===== config.mk =====
export PLATFORM = sky130hd
export DESIGN_NAME = credit_arbiter
export DESIGN_NICKNAME = d
export VERILOG_FILES = /design/src/rtl/credit_arbiter.sv
export SDC_FILE = /design/constraint.sdc
export NUM_CORES = 1
export LEC_CHECK = 0
export ABC_CLOCK_PERIOD_IN_PS = 4900
export BUFFER_PORTS_ARGS = -buffer_cell sky130_fd_sc_hd__buf_2
export CAP_MARGIN = 15
export CORE_MARGIN = 5
export CORE_UTILIZATION = 47
export CTS_BUF_LIST = sky130_fd_sc_hd__clkbuf_4 sky130_fd_sc_hd__clkbuf_8 sky130_fd_sc_hd__clkbuf_16
export CTS_CLUSTER_DIAMETER = 200
export DETAILED_ROUTE_END_ITERATION = 8
export PLACE_DENSITY = 0.73
export SLEW_MARGIN = 5
export SYNTH_ARGS = -nofsm -noshare
export SYNTH_HDL_FRONTEND = slang
export SYNTH_SLANG_ARGS = --single-unit

===== constraint.sdc =====
create_clock -name CLK -period 4.9 [get_ports CLK]
set_input_delay 0 -clock CLK [delete_from_list [all_inputs] [get_ports CLK]]
set_output_delay 0 -clock CLK [all_outputs]
set_load 0.1 [all_outputs]

===== src/rtl/credit_arbiter.sv =====
// Round-robin arbiter sharing one credit pool; a request too large to serve
// blocks the others (HOLD) until the pool has enough credits for it.
//
// Ports:
//   CLK, nRST        clock, synchronous active-low reset
//   req_valid        per-requester pending flag
//   req_amt          per-requester amount, requester i at [i*AMT_SZ +: AMT_SZ]
//   grant            one-hot grant, combinational, same cycle as the decision
//   release__ENA     return release_v credits this cycle
//   release_v        number of credits returned
//   release__RDY     always 1
//   credits          registered credit count
//   positive         registered (credits_next > 0)
//   holding          1 while a large request is being held
//   err              sticky error flag
//
// Optional feature: define CREDIT_ARB_OVF_CHECK_EN to saturate the pool at
// MAX_CREDITS, skip requests larger than MAX_CREDITS and report both on err.
// Without it the counter wraps and err is tied to 0.
module credit_arbiter #(
    parameter int NUM_REQ      = 4,
    parameter int COUNT_SZ     = 10,
    parameter int AMT_SZ       = 4,
    parameter int INIT_CREDITS = 8,
    parameter int MAX_CREDITS  = 8
) (
    input  logic                      CLK,
    input  logic                      nRST,
    input  logic [NUM_REQ-1:0]        req_valid,
    input  logic [NUM_REQ*AMT_SZ-1:0] req_amt,
    output logic [NUM_REQ-1:0]        grant,
    input  logic                      release__ENA,
    input  logic [COUNT_SZ-1:0]       release_v,
    output logic                      release__RDY,
    output logic [COUNT_SZ-1:0]       credits,
    output logic                      positive,
    output logic                      holding,
    output logic                      err
);

    localparam int PTR_W = $clog2(NUM_REQ);

    localparam logic [0:0] IDLE = 1'b0;
    localparam logic [0:0] HOLD = 1'b1;

    // An INIT above capacity is a configuration error; clamp it.
    localparam int RST_INT =
        (INIT_CREDITS > MAX_CREDITS) ? MAX_CREDITS : INIT_CREDITS;
    localparam logic [COUNT_SZ-1:0] RST_CREDITS = COUNT_SZ'(RST_INT);

    logic [0:0]          state;
    logic [0:0]          state_n;
    logic [PTR_W-1:0]    ptr;
    logic [PTR_W-1:0]    ptr_n;
    logic [PTR_W-1:0]    hold_idx;
    logic [PTR_W-1:0]    hold_n;

    logic                cand_found;
    logic [PTR_W-1:0]    cand_idx;
    logic [PTR_W:0]      scan_idx;

    logic [PTR_W-1:0]    sel_idx;
    logic [AMT_SZ-1:0]   sel_amt;
    logic [COUNT_SZ-1:0] amt_ext;
    logic                amt_bad;
    logic                do_grant;

    logic [COUNT_SZ-1:0] rel_amt;
    logic [COUNT_SZ-1:0] take_amt;
    logic [COUNT_SZ-1:0] credits_next;

    function automatic logic [PTR_W-1:0] nxt_idx(
        input logic [PTR_W-1:0] i
    );
        if (i == PTR_W'(NUM_REQ - 1))
            return '0;
        return i + 1'b1;
    endfunction

    // First valid requester at or after ptr, wrapping mod NUM_REQ.
    always_comb begin
        cand_found = 1'b0;
        cand_idx   = '0;
        scan_idx   = '0;
        for (int k = 0; k < NUM_REQ; k++) begin
            scan_idx = {1'b0, ptr} + (PTR_W+1)'(k);
            if (scan_idx >= (PTR_W+1)'(NUM_REQ))
                scan_idx = scan_idx - (PTR_W+1)'(NUM_REQ);
            if (!cand_found && req_valid[scan_idx[PTR_W-1:0]]) begin
                cand_found = 1'b1;
                cand_idx   = scan_idx[PTR_W-1:0];
            end
        end
    end

    // In HOLD only the held requester is ever considered.
    assign sel_idx = (state == HOLD) ? hold_idx : cand_idx;
    assign sel_amt = req_amt[sel_idx*AMT_SZ +: AMT_SZ];
    assign amt_ext = COUNT_SZ'(sel_amt);

`ifdef CREDIT_ARB_OVF_CHECK_EN
    localparam logic [COUNT_SZ-1:0] MAX_C = COUNT_SZ'(MAX_CREDITS);
    assign amt_bad = (amt_ext > MAX_C);
`else
    assign amt_bad = 1'b0;
`endif

    always_comb begin
        do_grant = 1'b0;
        state_n  = state;
        hold_n   = hold_idx;
        ptr_n    = ptr;
        unique case (state)
            IDLE: begin
                if (cand_found) begin
                    if (amt_bad) begin
                        // Unservable amount: skip it rather than deadlock.
                        ptr_n = nxt_idx(cand_idx);
                    end else if (amt_ext <= credits) begin
                        do_grant = 1'b1;
                        ptr_n    = nxt_idx(cand_idx);
                    end else begin
                        state_n = HOLD;
                        hold_n  = cand_idx;
                    end
                end
            end
            HOLD: begin
                if (!req_valid[hold_idx]) begin
                    state_n = IDLE;
                end else if (amt_ext <= credits) begin
                    do_grant = 1'b1;
                    ptr_n    = nxt_idx(hold_idx);
                    state_n  = IDLE;
                end
            end
            default: state_n = IDLE;
        endcase
    end

    assign grant = (do_grant && nRST)
                 ? (NUM_REQ'(1) << sel_idx)
                 : '0;

    assign rel_amt  = release__ENA ? release_v : '0;
    assign take_amt = do_grant ? amt_ext : '0;

`ifdef CREDIT_ARB_OVF_CHECK_EN
    // One extra bit so an overshoot is seen before it wraps.
    logic [COUNT_SZ:0] sum_w;
    logic              ovf;
    logic              skip_err;
    logic              err_q;

    assign sum_w = {1'b0, credits} + {1'b0, rel_amt}
                 - {1'b0, take_amt};
    assign ovf   = (sum_w > {1'b0, MAX_C});
    assign credits_next = ovf ? MAX_C : sum_w[COUNT_SZ-1:0];
    assign skip_err = (state == IDLE) && cand_found && amt_bad;

    always_ff @(posedge CLK) begin
        if (!nRST)
            err_q <= 1'b0;
        else
            err_q <= err_q | ovf | skip_err;
    end

    assign err = err_q;
`else
    assign credits_next = credits + rel_amt - take_amt;
    assign err = 1'b0;
`endif

    always_ff @(posedge CLK) begin
        if (!nRST) begin
            credits  <= RST_CREDITS;
            positive <= (RST_CREDITS != '0);
            ptr      <= '0;
            state    <= IDLE;
            hold_idx <= '0;
        end else begin
            credits  <= credits_next;
            positive <= (credits_next != '0);
            ptr      <= ptr_n;
            state    <= state_n;
            hold_idx <= hold_n;
        end
    end

    assign holding      = (state == HOLD);
    assign release__RDY = 1'b1;

endmodule


==> metrics.txt <==
status=finished with violations; violated checks=setup timing; synth cell count leaders=inv_1, nand2_1, ha_1, dfxtp_1; HP Class=primary input to flip-flop; Hold-fix buffers, CTS=0; wire per inst=14.15 um; final hold violation count=0; CTS Root Buffer Type=clkbuf_4; Synth top area share=18.91%; Max-Cap Viols=0; # DRC=0; DRT Pass-1 Iters=4; I/O pins=51; DR vias=1720; count leader, synth=inv_1; Worst-path clk slew=0.10 ns; Yosys top cell by area=dfxtp_1; Critical Path Fanout Max=4; minimum clock period=4.988 ns; Area growth syn-to-layout=37.67%; Mapped Cells=206; RSZ-0062 raised after global routing=yes; CP Capture Type=flip-flop; ys async rst share=0%; Initial Util=49.60%; Clock Latency Late Sink=0.30 ns; die width=70.04 um; register area=325.3 sq um; H-Tree Depth=1; Ys Warns=0; EDFF count, synth=0; worst setup path class=flip-flop to flip-flop; fin util=68.28%; leading post-synthesis cells by cell area=dfxtp_1, ha_1, inv_1; Final Max Tran Viols=0; final setup violation count=1; CP Cell Sequence=mux2i_1, o22ai_2, o31ai_4, buf_6, mux4_2, ha_4, nand4_1, nand4_1, a21oi_2, buf_4, buf_4, nor3_2, ha_1, inv_1, ha_1, inv_1, fa_2, xnor2_1, nor3b_2, o211ai_1, or4_1, a2111o_1; die area=4905 sq um; Adder-Cell Fraction of Synth Area=19.50%; initial antenna violation count=0; first-pass GRT wire length=7.576 mm; setup ws final=-0.08805 ns; main combinational cell family by area after synthesis=simple AND/OR/NAND/NOR gates; post-DP HPWL=3.478 mm; initial drt markers=94; Mapped Avg Cell Area=8.224 sq um; num rows=21; # fillers=298; layout cell share with drive strength beyond 1=39.72%; sequential area share after synthesis=18.91%; CP max stage delay=0.53 ns; Critical Path RT=5.10 ns; vias in the first global route=1696; Die Span Y=70.04 um; critical path startpoint category=flip-flop; Main synth FF type=dfxtp_1; Post-Syn Nets=263; CTS sink count=16; CTS tree=yes; Critical Path Slowest Stage Cell=mux4_2; drt via density=5.244; core box area=3416 sq um; # diodes=0; Tightest Pin Transition=0.4802 ns; Placer Congestion=0.8521; Simple-Gate Fraction of Synth Area=21.34%; clk buf depth=2; synthesized area=1694 sq um; Final Cycle Share=101.8%; achievable clock frequency=200.5 MHz; WP data arrival=5.18 ns; clk_skew=0.002660 ns; Antenna Nets Post-Route=0; CTS buffer count=3; Final #Nets=340; multiplexer share of the synthesized area=10.19%; synth unique cells=49; grt total ovfl=0; XOR/XNOR Fraction of Synth Area=5.022%; multi-input logic area=1320 sq um; routed wire length=4.641 mm; Synth Area in Compound Gates=15.66%; pin count of the biggest net entering global routing=23; Slew HR=67.07%; Tot GR Track Use=18.71%; number of buffers added on ports=48; post-synthesis register bit count=16
-- stage by stage --
step / area (sq um) / cells / worst slack, ns / hold WS (ns) / setup TNS, ns
after detailed placement: 2146 / 315 / -0.2772 / 0.4285 / -0.2772
after CTS: 2300 / 327 / -0.08482 / 0.1034 / -0.08482
after global routing: 2332 / 328 / -0.3012 / 0.1257 / -0.7770
after global placement: 2146 / 315 / -0.1225 / 0.4205 / -0.1225
final: 2332 / 328 / -0.08805 / 0.1213 / -0.08805
after floorplan: 1732 / 206 / 0.01174 / 0.07419 / 0
-- final timing paths --
check	startpoint	to	slack (ns)	cells after the start
max	ptr[1]	positive	-0.09	22
min	nRST	ptr[0]	0.12	2
max reg2reg	ptr[1]	positive	-0.09	22
min reg2reg	hold_idx[1]	hold_idx[1]	0.58	2
-- cell usage in the layout (no fill, tap or decap), types with 2 or more instances in the layout --
cell type	Yosys	routed
or4_1	2	2
nor3_1	3	2
conb_1	2	2
ha_4	0	3
o21ai_0	5	3
xnor2_2	1	2
ha_1	20	17
nand4_1	2	2
o31ai_4	0	2
dfxtp_1	16	14
buf_2	1	48
fa_1	4	3
nor2_1	11	10
mux2i_1	6	6
a21oi_1	11	9
o211ai_1	4	4
and2_4	0	2
and2_1	9	7
nand2_1	21	21
inv_1	32	32
a21oi_2	0	2
buf_6	0	2
buf_4	2	28
xnor2_1	5	4
nand2b_1	3	3
o21ai_1	0	2
clkbuf_4	0	3
mux4_2	1	4
nor2b_1	9	8
and3b_1	2	2
nand3_1	4	4
-- critical path: cells and delay by family (launching register included) --
kind,cells,cell delay [ns]
fa+ha+maj,4,1.10
flops,1,0.36
compound gates,5,0.86
mux,2,0.74
buf+inv,5,0.56
simple gates,5,1.08
xor+xnor,1,0.18
-- cells by family after synthesis --
family,after synthesis
compound gates,37
xor+xnor,8
fa+ha+maj,24
buf+inv,38
flops,16
mux,11
other cells,2
simple gates,70
-- state kept, by name, indices dropped and copies added, names as in the netlist --
| signal | cells |
|---|---|
| hold_idx | 2 |
| positive | 1 |
| holding | 1 |
| credits | 10 |
| ptr | 2 |
-- metal layers --
layer	track usage, %	routed length [um]	part of all wire, %	up-vias
met3	1.865	132	2.8	7
met5	0	0	0	-
met1	23.45	1995	43	828
met4	6.596	80	1.7	0
li1	-	-	-	855
met2	33.05	2433	52	30
-- cell type report --
type,instances,area share (%)
multi-input cells,152,56.60
well taps,46,2.468
flip-flops and latches,16,13.95
repair buffers,78,20.28
clock buffers,4,1.556
inverters,32,5.150
-- repair_timing --
action	in CTS	in global routing
buffers inserted	9	1
resized for setup	10	6
endpoints found under the setup margin	1	6
pin swaps	18	8
Power is not shown: default switching activity piles up to over one toggle a cycle in this logic, so the estimate is an artifact.
